[config.mk]
export PLATFORM = sky130hd
export DESIGN_NAME = csr_access_unit
export DESIGN_NICKNAME = d
export VERILOG_FILES = /design/src/rtl/csr_access_unit.sv
export SDC_FILE = /design/constraint.sdc
export NUM_CORES = 1
export LEC_CHECK = 0
export CORE_AREA = 2 2 93 162
export DETAILED_ROUTE_END_ITERATION = 6
export DIE_AREA = 0 0 95 164
export PLACE_DENSITY = 0.75
export RECOVER_POWER = 25
export SLEW_MARGIN = 15
export SYNTH_ARGS = -nofsm -noshare
export SYNTH_HDL_FRONTEND = slang
export SYNTH_SLANG_ARGS = --single-unit
[constraint.sdc]
create_clock -name Clk -period 4.1 [get_ports Clk]
set_clock_uncertainty 0.05 [all_clocks]
set_input_delay 0.82 -clock Clk [delete_from_list [all_inputs] [get_ports Clk]]
set_output_delay 0.82 -clock Clk [all_outputs]
set_load 0.02 [all_outputs]
[src/rtl/csr_access_unit.sv]
// csr_access_unit: runs one CSRRD/CSRWR/CSRXCHG micro-op against the Csr register file.
// Optional feature macro: CSR_RO_FILTER_EN (blocks writes to the read-only CPUID CSR 14'h20).
module csr_access_unit #(
    parameter int DATA_W = 32,
    parameter int ADDR_W = 14
) (
    input  logic              Clk,
    input  logic              Rest,
    input  logic              ReqValid,
    output logic              ReqReady,
    input  logic [1:0]        ReqOp,
    input  logic [ADDR_W-1:0] ReqAddr,
    input  logic [DATA_W-1:0] ReqWData,
    input  logic [DATA_W-1:0] ReqMask,
    input  logic              Flush,
    output logic [ADDR_W-1:0] CsrRAddr,
    input  logic [DATA_W-1:0] CsrRData,
    output logic              WEn,
    output logic [ADDR_W-1:0] WAddr,
    output logic [DATA_W-1:0] WDate,
    output logic              RespValid,
    input  logic              RespReady,
    output logic [DATA_W-1:0] RespData,
    output logic              RespIllegal
);

    typedef enum logic [1:0] {
        IDLE  = 2'd0,
        READ  = 2'd1,
        WRITE = 2'd2,
        RESP  = 2'd3
    } state_t;

    localparam logic [1:0] OP_WR   = 2'b01;
    localparam logic [1:0] OP_XCHG = 2'b10;
`ifdef CSR_RO_FILTER_EN
    localparam logic [ADDR_W-1:0] CPUID_ADDR = ADDR_W'(14'h20);
`endif

    state_t            state_r;
    logic [1:0]        op_r;
    logic [DATA_W-1:0] wData_r;
    logic [DATA_W-1:0] mask_r;
    logic              isWrite_s;
    logic              roBlock_s;

    function automatic logic [DATA_W-1:0] mergeXchg(
        input logic [DATA_W-1:0] oldVal,
        input logic [DATA_W-1:0] newVal,
        input logic [DATA_W-1:0] mask
    );
        return (oldVal & ~mask) | (newVal & mask);
    endfunction

    // Decode of the latched op; CsrRAddr doubles as the latched CSR address.
    always_comb begin
        isWrite_s = (op_r == OP_WR) || (op_r == OP_XCHG);
`ifdef CSR_RO_FILTER_EN
        roBlock_s = isWrite_s && (CsrRAddr == CPUID_ADDR);
`else
        roBlock_s = 1'b0;
`endif
    end

    // Op sequencer: state plus every registered output.
    always_ff @(posedge Clk) begin
        if (Rest) begin
            state_r     <= IDLE;
            op_r        <= 2'b00;
            wData_r     <= '0;
            mask_r      <= '0;
            ReqReady    <= 1'b1;
            CsrRAddr    <= '0;
            WEn         <= 1'b0;
            WAddr       <= '0;
            WDate       <= '0;
            RespValid   <= 1'b0;
            RespData    <= '0;
            RespIllegal <= 1'b0;
        end else begin
            case (state_r)
                IDLE: begin
                    if (ReqValid && !Flush) begin
                        op_r     <= ReqOp;
                        CsrRAddr <= ReqAddr;
                        wData_r  <= ReqWData;
                        mask_r   <= ReqMask;
                        ReqReady <= 1'b0;
                        state_r  <= READ;
                    end
                end
                READ: begin
                    if (Flush) begin
                        ReqReady <= 1'b1;
                        state_r  <= IDLE;
                    end else begin
                        RespData <= CsrRData;
                        if (roBlock_s) begin
                            RespValid   <= 1'b1;
                            RespIllegal <= 1'b1;
                            state_r     <= RESP;
                        end else if (isWrite_s) begin
                            WEn     <= 1'b1;
                            WAddr   <= CsrRAddr;
                            WDate   <= (op_r == OP_XCHG) ? mergeXchg(CsrRData, wData_r, mask_r)
                                                         : wData_r;
                            state_r <= WRITE;
                        end else begin
                            RespValid <= 1'b1;
                            state_r   <= RESP;
                        end
                    end
                end
                WRITE: begin
                    // Flush is deliberately ignored here: the write is already on the bus.
                    WEn       <= 1'b0;
                    RespValid <= 1'b1;
                    state_r   <= RESP;
                end
                RESP: begin
                    if (Flush || RespReady) begin
                        RespValid   <= 1'b0;
                        RespIllegal <= 1'b0;
                        ReqReady    <= 1'b1;
                        state_r     <= IDLE;
                    end
                end
                default: begin
                    WEn         <= 1'b0;
                    RespValid   <= 1'b0;
                    RespIllegal <= 1'b0;
                    ReqReady    <= 1'b1;
                    state_r     <= IDLE;
                end
            endcase
        end
    end

endmodule
Yosys cells after proc, flatten, opt, wreduce, memory -nomap -nowiden
Index checks and enable logic that the tools add are counted.
- input port bits: 117
- register bits: 163
- reductions and logical operators: 15
- bitwise operators: 5
- mux-type cells: 17
- eq/ne operators: 11
- operator list (operator ; count):
    AND 32 bit ; 2
    two-way mux 32 bit ; 1
    inverter 32 bit ; 1
    OR 32 bit ; 1
    != test 2 bit, second input constant ; 6
    two-way mux 1 bit ; 9
    case mux 2 bit (4 select lines) ; 1
    AND reduction 4 bit ; 2
    == test 2 bit, second input constant ; 3
    two-way mux 2 bit ; 3
    case mux 1 bit (3 select lines) ; 2
    AND reduction 2 bit ; 3
    AND reduction 3 bit ; 2
    nonzero test 3 bit ; 2
    == test 2 x 1 -> 1 bit, second input constant ; 2
    logical NOT 2 bit ; 1
    logical OR 1 bit ; 2
    case mux 1 bit (2 select lines) ; 1
    nonzero test 2 bit ; 1
    logical AND 1 bit ; 1
    logical NOT 1 bit ; 1
    inverter 1 bit ; 1

Depth between registers and ports, before layout
Gate-level depths: netlist of the first run.
- depth in word-level cells: 5
- mapped depth: 7
- depth with buffers taken out: 5

Worst setup path after synthesis of the first run
Ideal clock, no wire load.
- kind: input -> register
- from: input port Flush
- to: register WAddr[5]
- slack: 2026 ps
- setup time: 132 ps
- buffers on the path: 3
- arrival: 1892 ps
- stages on the path: 6
- path through: buf_4 or4b_1 clkbuf_1 buf_2 nand2_1 a21oi_1
- word-level cells in the longest chain between the ends: 2
- ends and longest elaborated chain (element ; RTL line ; RTL):
    start: declaration ; 15 ; input logic Flush,
    inverter 1 bit (no line) ; -- ;
    AND reduction 3 bit (no line) ; -- ;
    end signal: assignment ; 104 ; WAddr <= CsrRAddr;
    end: declaration ; 19 ; output logic [ADDR_W-1:0] WAddr,
Every way passes these cells.
A chain may end at the register's enable or synchronous reset.

Worst setup path after layout of the first run
- from: input port Flush
- to: register WDate[23]
- word-level cells in the longest chain between the ends: 2
- ends and longest elaborated chain (element ; RTL line ; RTL):
    inverter 1 bit (no line) ; -- ;
    AND reduction 3 bit (no line) ; -- ;
    end signal: assignment ; 105 ; WDate <= (op_r == OP_XCHG) ? mergeXchg(CsrRData, wData_r, mask_r)
    end: declaration ; 20 ; output logic [DATA_W-1:0] WDate,
Every way passes these cells.

==> results.json, run 1 <==
{
  "vias_per_cell": 4.94,
  "synthAdderAreaFrac": 0.00198,
  "post-route-min-period_ps": 3020,
  "r2r-end": "WDate[23]",
  "dieArea_um2": 15600,
  "antenna_found_initial": 0,
  "slew_violations": 0,
  "start_util": 0.442,
  "p_sw_mw": 0.923,
  "synth_area_leader_cell": "dfxtp_1",
  "place.gp.congestion": 0.816,
  "intPower_mw": 2.77,
  "path_max_fanout": 32,
  "cts.sinks": 163,
  "combinationalPowerShare": 0.119,
  "io_buffers": 211,
  "ant_nets": 0,
  "worst_setup_path_start_kind": "input port",
  "synth_top_area_frac": 0.516,
  "drc": 0,
  "crit_family": "buffers and inverters",
  "htree_levels": 4,
  "track_usage": 0.215,
  "ctsHoldBuffers": 0,
  "post-cts-setup-buffers": 0,
  "cp-end-kind": "register",
  "syn_area_um2": 6320,
  "pwr-share-clk": 0.423,
  "setup_viol": 0,
  "slowest_delay_ps": 1090,
  "routed_wl_um": 16700,
  "core_um2": 14300,
  "synth_top_family_by_area": "simple AND/OR/NAND/NOR gates",
  "synth-xor-area-share": 0,
  "rows": 58,
  "dr.first_iter.drc_count": 133,
  "cts_buffers": 17,
  "worstSkewPairLatency_ps": 410,
  "die_y_um": 164,
  "reg2reg_depth": 6,
  "hp-class": "reg -> reg",
  "grt_remaining_overflow": 0,
  "cp.required_ps": 4370,
  "synth_compound_area_frac": 0.149,
  "cp_num_buf_inv": 2,
  "power_density_nw_per_um2": 414,
  "slew-limit-headroom": 0.0287,
  "die-width_um": 95,
  "seqPwrFrac": 0.457,
  "path_clk_slew_ps": 70,
  "rsz0062_at_grt": "no",
  "worst_pin_slew_ps": 1460,
  "netSwitchingFraction": 0.250,
  "finalHoldViolCount": 0,
  "reg2reg_from": "op_r[0]",
  "synth_seq_cells": 163,
  "ff2ff_setup_slack_ps": 1550,
  "dr.pass1.iters": 5,
  "p_leak_nw": 3.21,
  "final_util": 0.624,
  "ys_warn_count": 0,
  "synth_cell_type_count": 26,
  "min_from": "RespData[18]",
  "yosysSeqAreaShare": 0.516,
  "slowest_stage": "clkbuf_1",
  "synth_nets": 873,
  "cts_tree": "yes",
  "status": "finished, final reports clean",
  "root_buffer": "clkbuf_16",
  "yosys-top-cells-area": "dfxtp_1 (52%), nand2_1 (15%), a21oi_1 (10%)",
  "vdd_drop_max_mv": 0.253,
  "clockBufferDepth": 2,
  "vias": 5555,
  "syn_area_per_cell_um2": 8.37,
  "diodes": 0,
  "nets": 1050,
  "path_cells": "dlygate4sd3_1 -> nor4b_4 -> clkbuf_1 -> nor2_1 -> a211oi_1",
  "finalSetupTns_ps": 0,
  "grt_max_degree": 82,
  "muxShareOfSynthArea": 0.0523,
  "maxCapViolations": 0,
  "max_clock_freq_ghz": 0.331,
  "grt_first_pass_wirelength_um": 25800,
  "synthSimpleGateAreaFrac": 0.218,
  "min_to": "RespData[18]",
  "grt_pass1_vias": 5300,
  "crit_type": "in -> reg",
  "area_delta_synth_final_pct": 41.1,
  "post_cts_resized": 0,
  "io_pins": 213,
  "dpl.hpwl_um": 11300,
  "syn_inst": 755,
  "wl_per_cell_um": 14.8,
  "cp.arrival_ps": 3290,
  "drive_gt1_frac": 0.0466,
  "hold_depth": 2,
  "fin_crit_sh": 0.737
}
## layout make-up
| class | count | area, um2 |
|---|---|---|
| Fill cell | 1269 | 5380 |
| Sequential cell | 163 | 3260 |
| Multi-Input combinational cell | 529 | 2670 |
| Timing Repair Buffer | 217 | 2160 |
| Clock buffer | 17 | 425 |
| Tap cell | 180 | 225 |
| Clock inverter | 14 | 154 |
| Inverter | 4 | 15.0 |
## layer usage
metal,wire length [um],vias up,share of wire,GRT usage
met1,6470,2528,0.39,0.228
li1,-,2843,-,-
met2,8860,150,0.53,0.389
met4,496,0,0.030,0.0929
met3,831,34,0.050,0.0583
met5,0,-,0,0
## worst register-to-register path, stage by stage, from the launching register on
cell	delay, ps
dfxtp_1	320
inv_1	40
ha_1	350
nor4b_4	240
clkbuf_1	1090
nor2_1	80
a211oi_1	280
## logic make-up (layout without fill, tap and decap cells)
| family | Yosys count | after routing |
|---|---|---|
| other cells | 1 | 1 |
| simple gates | 327 | 327 |
| flops | 163 | 163 |
| buf+inv | 63 | 252 |
| fa+ha+maj | 1 | 1 |
| compound gates | 167 | 167 |
| mux | 33 | 33 |
## layout by cell type (no fill, tap or decap), types with 4 or more instances in the layout
cell type          n
nand2_1          254
dlygate4sd3_1     57
dfxtp_1          163
a21oi_1          127
clkinvlp_4         5
inv_1              4
clkdlybuf4s50_1  153
buf_4              5
mux2i_1           33
a211oi_1          32
nor2_1            33
clkbuf_16         17
nor2b_1           32
## power by group through the flow
stage / Clock (mW) / Sequential (mW) / Combinational [mW]
2_1_floorplan: 0 / 1.75 / 0.223
3_3_place_gp: 0 / 1.72 / 0.444
3_5_place_dp: 0 / 1.72 / 0.448
4_1_cts: 1.60 / 1.69 / 0.450
5_1_grt: 1.67 / 1.70 / 0.479
6_report: 1.56 / 1.69 / 0.440
## sequential cells by signal (all words and copies together) (netlist names), named ones only
signal and cells:
CsrRAddr 14, op_r 2, state_r 1, WAddr 14
WEn 1, WDate 32, mask_r 32, RespData 32
ReqReady 1, RespValid 1, wData_r 32
## Yosys cell counts, drive strengths merged
library cell,number
nand2,254
dfxtp,163
a21oi,128
mux2i,33
nor2,33
a211oi,32
nor2b,32
buf,31
clkbuf,28
inv,4
a31oi,2
nor4b,2
o21ai,2
or4b,2
a21boi,1
a21o,1
conb,1
ha,1
nand3,1
nand4,1
nor3b,1
o311ai,1
or3b,1
## per-stage QoR
stage / worst slack, ps / cell area [um2] / power, mW / hold slack, ps / cells
floorplan: 2030 / 6320 / 1.97 / 386 / 755
global placement: 1200 / 8340 / 2.17 / 390 / 1093
detailed placement: 1160 / 8340 / 2.17 / 396 / 1093
CTS: 1600 / 8920 / 3.73 / 405 / 1124
global route: 786 / 8920 / 3.84 / 414 / 1124
finish: 1080 / 8920 / 3.69 / 398 / 1124
## worst max path at each step
stage / from / endpoint / slack (ps) / cells after the start
after global routing: Flush / WDate[23] / 790 / 5
after floorplan: Flush / WAddr[5] / 2030 / 6
final: Flush / WDate[23] / 1080 / 5
after global placement: Flush / wData_r[13] / 1200 / 4
after detailed placement: Flush / wData_r[16] / 1160 / 5
after CTS: Flush / wData_r[16] / 1600 / 5
Power figures use the tool's default switching activity.
==> run 2, diff against run 1 <==
==> constraint.sdc (replaced) <==
create_clock -name Clk -period 2.95 [get_ports Clk]
set_clock_uncertainty 0.05 [all_clocks]
set_input_delay 0.59 -clock Clk [delete_from_list [all_inputs] [get_ports Clk]]
set_output_delay 0.59 -clock Clk [all_outputs]
set_load 0.02 [all_outputs]
==> results.json, run 2 (synthesis results as in run 1) <==
{
  "cts_buffers": 17,
  "max_clock_freq_ghz": 0.430,
  "min_to": "RespData[1]",
  "die_y_um": 164,
  "p_leak_nw": 3.08,
  "grt_first_pass_wirelength_um": 26800,
  "hold_depth": 2,
  "r2r-end": "WDate[17]",
  "grt_remaining_overflow": 0,
  "cp.arrival_ps": 2620,
  "ant_nets": 0,
  "path_clk_slew_ps": 60,
  "n_fill_cell": 1266,
  "start_util": 0.442,
  "core_um2": 14300,
  "ctsHoldBuffers": 0,
  "vdd_drop_max_mv": 0.389,
  "maxCapViolations": 0,
  "slowest_delay_ps": 610,
  "fin_crit_sh": 0.789,
  "setup_viol": 0,
  "drive_gt1_frac": 0.0515,
  "vias": 5570,
  "reg2reg_from": "op_r[0]",
  "wl_per_cell_um": 15.4,
  "final_area_um2": 9020,
  "root_buffer": "clkbuf_16",
  "reg2reg_depth": 6,
  "clockBufferDepth": 2,
  "track_usage": 0.224,
  "slew-limit-headroom": 0.472,
  "layout_common_cells": "nand2_1 (254), clkdlybuf4s50_1 (209), dfxtp_1 (163), a21oi_1 (127)",
  "power_density_nw_per_um2": 593,
  "cp-end-kind": "register",
  "ff2ff_setup_slack_ps": 810,
  "finalHoldViolCount": 0,
  "finalSetupTns_ps": 0,
  "rsz0062_at_grt": "no",
  "slew_violations": 0,
  "routed_wl_um": 17400,
  "dp.cells": 1100,
  "dr.first_iter.drc_count": 156,
  "die-width_um": 95,
  "cts_tree": "yes",
  "grt_pass1_vias": 5477,
  "grt_max_degree": 68,
  "nets": 1057,
  "io_pins": 213,
  "vias_per_cell": 4.92,
  "slowest_stage": "dlygate4sd3_1",
  "hp-class": "reg -> reg",
  "crit_type": "in -> reg",
  "dpl.hpwl_um": 11800,
  "worst_pin_slew_ps": 793,
  "io_buffers": 211,
  "min_from": "RespData[1]",
  "path_cells": "dlygate4sd3_1 -> clkbuf_1 -> nor4b_1 -> buf_4 -> nand2_1 -> a21oi_1",
  "final_common_cell": "nand2_1",
  "place.gp.congestion": 0.801,
  "status": "finished, final reports clean",
  "drc": 0,
  "worst_setup_path_start_kind": "input port",
  "instances_no_fill": 1133,
  "area_delta_synth_final_pct": 42.8,
  "dieArea_um2": 15600,
  "cp.required_ps": 3240,
  "htree_levels": 4,
  "path_max_fanout": 22,
  "post_cts_resized": 0,
  "post-route-min-period_ps": 2330,
  "antenna_found_initial": 1,
  "placed_area_um2": 8420,
  "cts.sinks": 163,
  "dr.pass1.iters": 4,
  "rows": 58,
  "post-cts-setup-buffers": 0,
  "worstSkewPairLatency_ps": 410
}
==> run 2: changes by cell type in the layout (fill, tap and decap cells not counted), sizes merged, moves of 3 or more <==
cell           previous run  this run
inv                       8         5
dlygate4sd3              57         1
clkbuf                   18        21
clkdlybuf4s50           153       209
buf                       6        13
==> run 2: report_power, final <==
part,switching (mW),total (mW),internal [mW],leakage [nW]
clock,0.901,2.37,1.47,0.303
combinational,0.316,0.632,0.316,1.45
sequential,0.0560,2.35,2.29,1.32
==> run 2: worst max path at each step <==
stage | startpoint | slack (ps) | end
after detailed placement | Flush | 560 | RespData[13]
final | Flush | 620 | wData_r[29]
after floorplan | Flush | 1110 | WAddr[5]
after CTS | RespValid | 860 | RespValid
after global placement | Flush | 600 | RespData[28]
after global routing | Flush | 460 | mask_r[14]
==> run 2: critical path: cells and delay by family <==
family / cells / cell delay (ps)
buffers and inverters: 3 / 1190
AND/OR/NAND/NOR: 2 / 710
AO/OA/AOI/OAI: 1 / 120
==> run 2: through the flow <==
stage          setup WS, ps  utilization  hold WS (ps)  total power [mW]
6_report                623        0.631           402              5.35
3_5_place_dp            562        0.589           396              3.04
5_1_grt                 456        0.631           415              5.54
4_1_cts                 857        0.633           404              5.40
3_3_place_gp            604        0.589           390              3.03
2_1_floorplan          1110            -           386              2.74
==> run 2: final cells by class <==
type	count	area [um2]	area share
diodes	1	2.50	0.000277
clock buffers	20	457	0.0506
clock inverters	12	179	0.0198
inverters	4	15.0	0.00166
multi-input cells	529	2640	0.293
flip-flops and latches	163	3260	0.362
well taps	180	225	0.0250
repair buffers	224	2240	0.248
==> run 2: metal layers <==
metal / wire, um / vias up / track usage
met5: 0 / - / 0
met4: 429 / 0 / 0.0916
met3: 760 / 22 / 0.0555
met2: 9480 / 134 / 0.415
met1: 6750 / 2553 / 0.235
li1: - / 2861 / -
==> run 3, diff against run 2 <==
==> constraint.sdc (replaced) <==
create_clock -name Clk -period 2.4 [get_ports Clk]
set_clock_uncertainty 0.05 [all_clocks]
set_input_delay 0.48 -clock Clk [delete_from_list [all_inputs] [get_ports Clk]]
set_output_delay 0.48 -clock Clk [all_outputs]
set_load 0.02 [all_outputs]
==> results.json, run 3 (synthesis results as in run 1) <==
{
  "io_pins": 213,
  "dieArea_um2": 15600,
  "rows": 58,
  "die_y_um": 164,
  "dr.pass1.iters": 7,
  "grt_max_degree": 63,
  "core_um2": 14300,
  "pre_cts_ws_ps": 128,
  "worst_pin_slew_ps": 732,
  "slew_violations": 0,
  "finalHoldViolCount": 0,
  "io_buffers": 211,
  "vias_per_cell": 4.96,
  "power_density_nw_per_um2": 719,
  "area_delta_synth_final_pct": 45.1,
  "path_clk_slew_ps": 60,
  "cts.sinks": 163,
  "worstSkewPairLatency_ps": 410,
  "routed_wl_um": 17200,
  "drc": 0,
  "htree_levels": 4,
  "cp-end-kind": "register",
  "cts_tree": "yes",
  "vias": 5664,
  "max_clock_freq_ghz": 0.485,
  "vdd_drop_max_mv": 0.441,
  "path_cells": "dlygate4sd3_1 -> buf_4 -> nor4b_2 -> clkbuf_2 -> nand2_1 -> a21oi_1",
  "slew-limit-headroom": 0.512,
  "post_cts_resized": 0,
  "root_buffer": "clkbuf_16",
  "setup_slack_ps": 337,
  "multi_input_area_um2": 2660,
  "start_util": 0.442,
  "slowest_delay_ps": 600,
  "setup_viol": 0,
  "ctsHoldBuffers": 0,
  "regArea_um2": 3260,
  "grt_pass1_vias": 5421,
  "grt_first_pass_wirelength_um": 27100,
  "grt_remaining_overflow": 0,
  "diodes": 0,
  "rsz0062_at_grt": "no",
  "post-route-min-period_ps": 2060,
  "ff2ff_setup_slack_ps": 420,
  "ant_nets": 0,
  "cts_buffers": 17,
  "antenna_found_initial": 0,
  "cp.arrival_ps": 2350,
  "crit_type": "in -> reg",
  "maxCapViolations": 0,
  "track_usage": 0.225,
  "final_common_cell": "nand2_1",
  "cp.required_ps": 2690,
  "path_max_fanout": 18,
  "post-cts-setup-buffers": 0,
  "p_leak_nw": 3.15,
  "wl_per_cell_um": 15.1,
  "dpl.hpwl_um": 11900,
  "finalSetupTns_ps": 0,
  "fin_crit_sh": 0.860,
  "slowest_stage": "dlygate4sd3_1",
  "nets": 1067,
  "dr.first_iter.drc_count": 226,
  "place.gp.congestion": 0.838,
  "hp-class": "reg -> reg",
  "drive_gt1_frac": 0.0624,
  "status": "finished, final reports clean",
  "crit_family": "buffers and inverters",
  "cp_num_buf_inv": 3,
  "clockBufferDepth": 2,
  "worst_setup_path_start_kind": "input port",
  "die-width_um": 95,
  "n_fill_cell": 1218,
  "layout_common_cells": "nand2_1 (254), clkdlybuf4s50_1 (209), dfxtp_1 (163), a21oi_1 (127)"
}
==> run 3: cell count changes in the layout (fill, tap and decap cells not counted), sizes merged <==
| cell | previous run | this run |
|---|---|---|
| clkinv | 4 | 3 |
| buf | 13 | 18 |
| inv | 5 | 8 |
| diode | 1 | 0 |
| clkinvlp | 3 | 2 |
| clkbuf | 21 | 25 |
==> run 3: layer usage <==
metal  up-vias  routed length [um]  GRT usage
li1       2867                   -          -
met1      2606                6570      0.245
met2       162                9310      0.407
met3        29                 824     0.0491
met4         0                 498      0.101
met5         -                   0          0
==> run 3: through the flow <==
stage	util	power (mW)	hold slack, ps	instances	instance area [um2]
2_1_floorplan	-	3.37	386	755	6320
3_3_place_gp	0.599	3.74	391	1110	8560
3_5_place_dp	0.599	3.75	396	1110	8560
4_1_cts	0.643	6.67	404	1142	9200
5_1_grt	0.642	6.84	420	1142	9170
6_report	0.642	6.59	403	1142	9170
==> run 3: power by group <==
part           leakage, nW  total, mW  internal, mW  switching, mW
combinational         1.53      0.797         0.408          0.389
sequential            1.32       2.89          2.82         0.0696
clock                0.305       2.91          1.79           1.12
==> run 3: layout make-up <==
type                    count  area share
clock buffers              19      0.0483
multi-input cells         529       0.290
inverters                   4     0.00164
repair buffers            234       0.258
flip-flops and latches    163       0.356
well taps                 180      0.0246
clock inverters            13      0.0214
==> run 3: worst paths after layout <==
path,endpoint,start,depth (start not counted)
setup / recovery,mask_r[9],Flush,6
setup reg to reg,WAddr[0],op_r[0],6
hold / removal,wData_r[18],wData_r[18],2
hold reg to reg,wData_r[18],wData_r[18],2
==> run 3: worst min-delay path, stage by stage (launching register included) <==
cell     delay, ps
dfxtp_1        310
nand2_1         50
a21oi_1         50
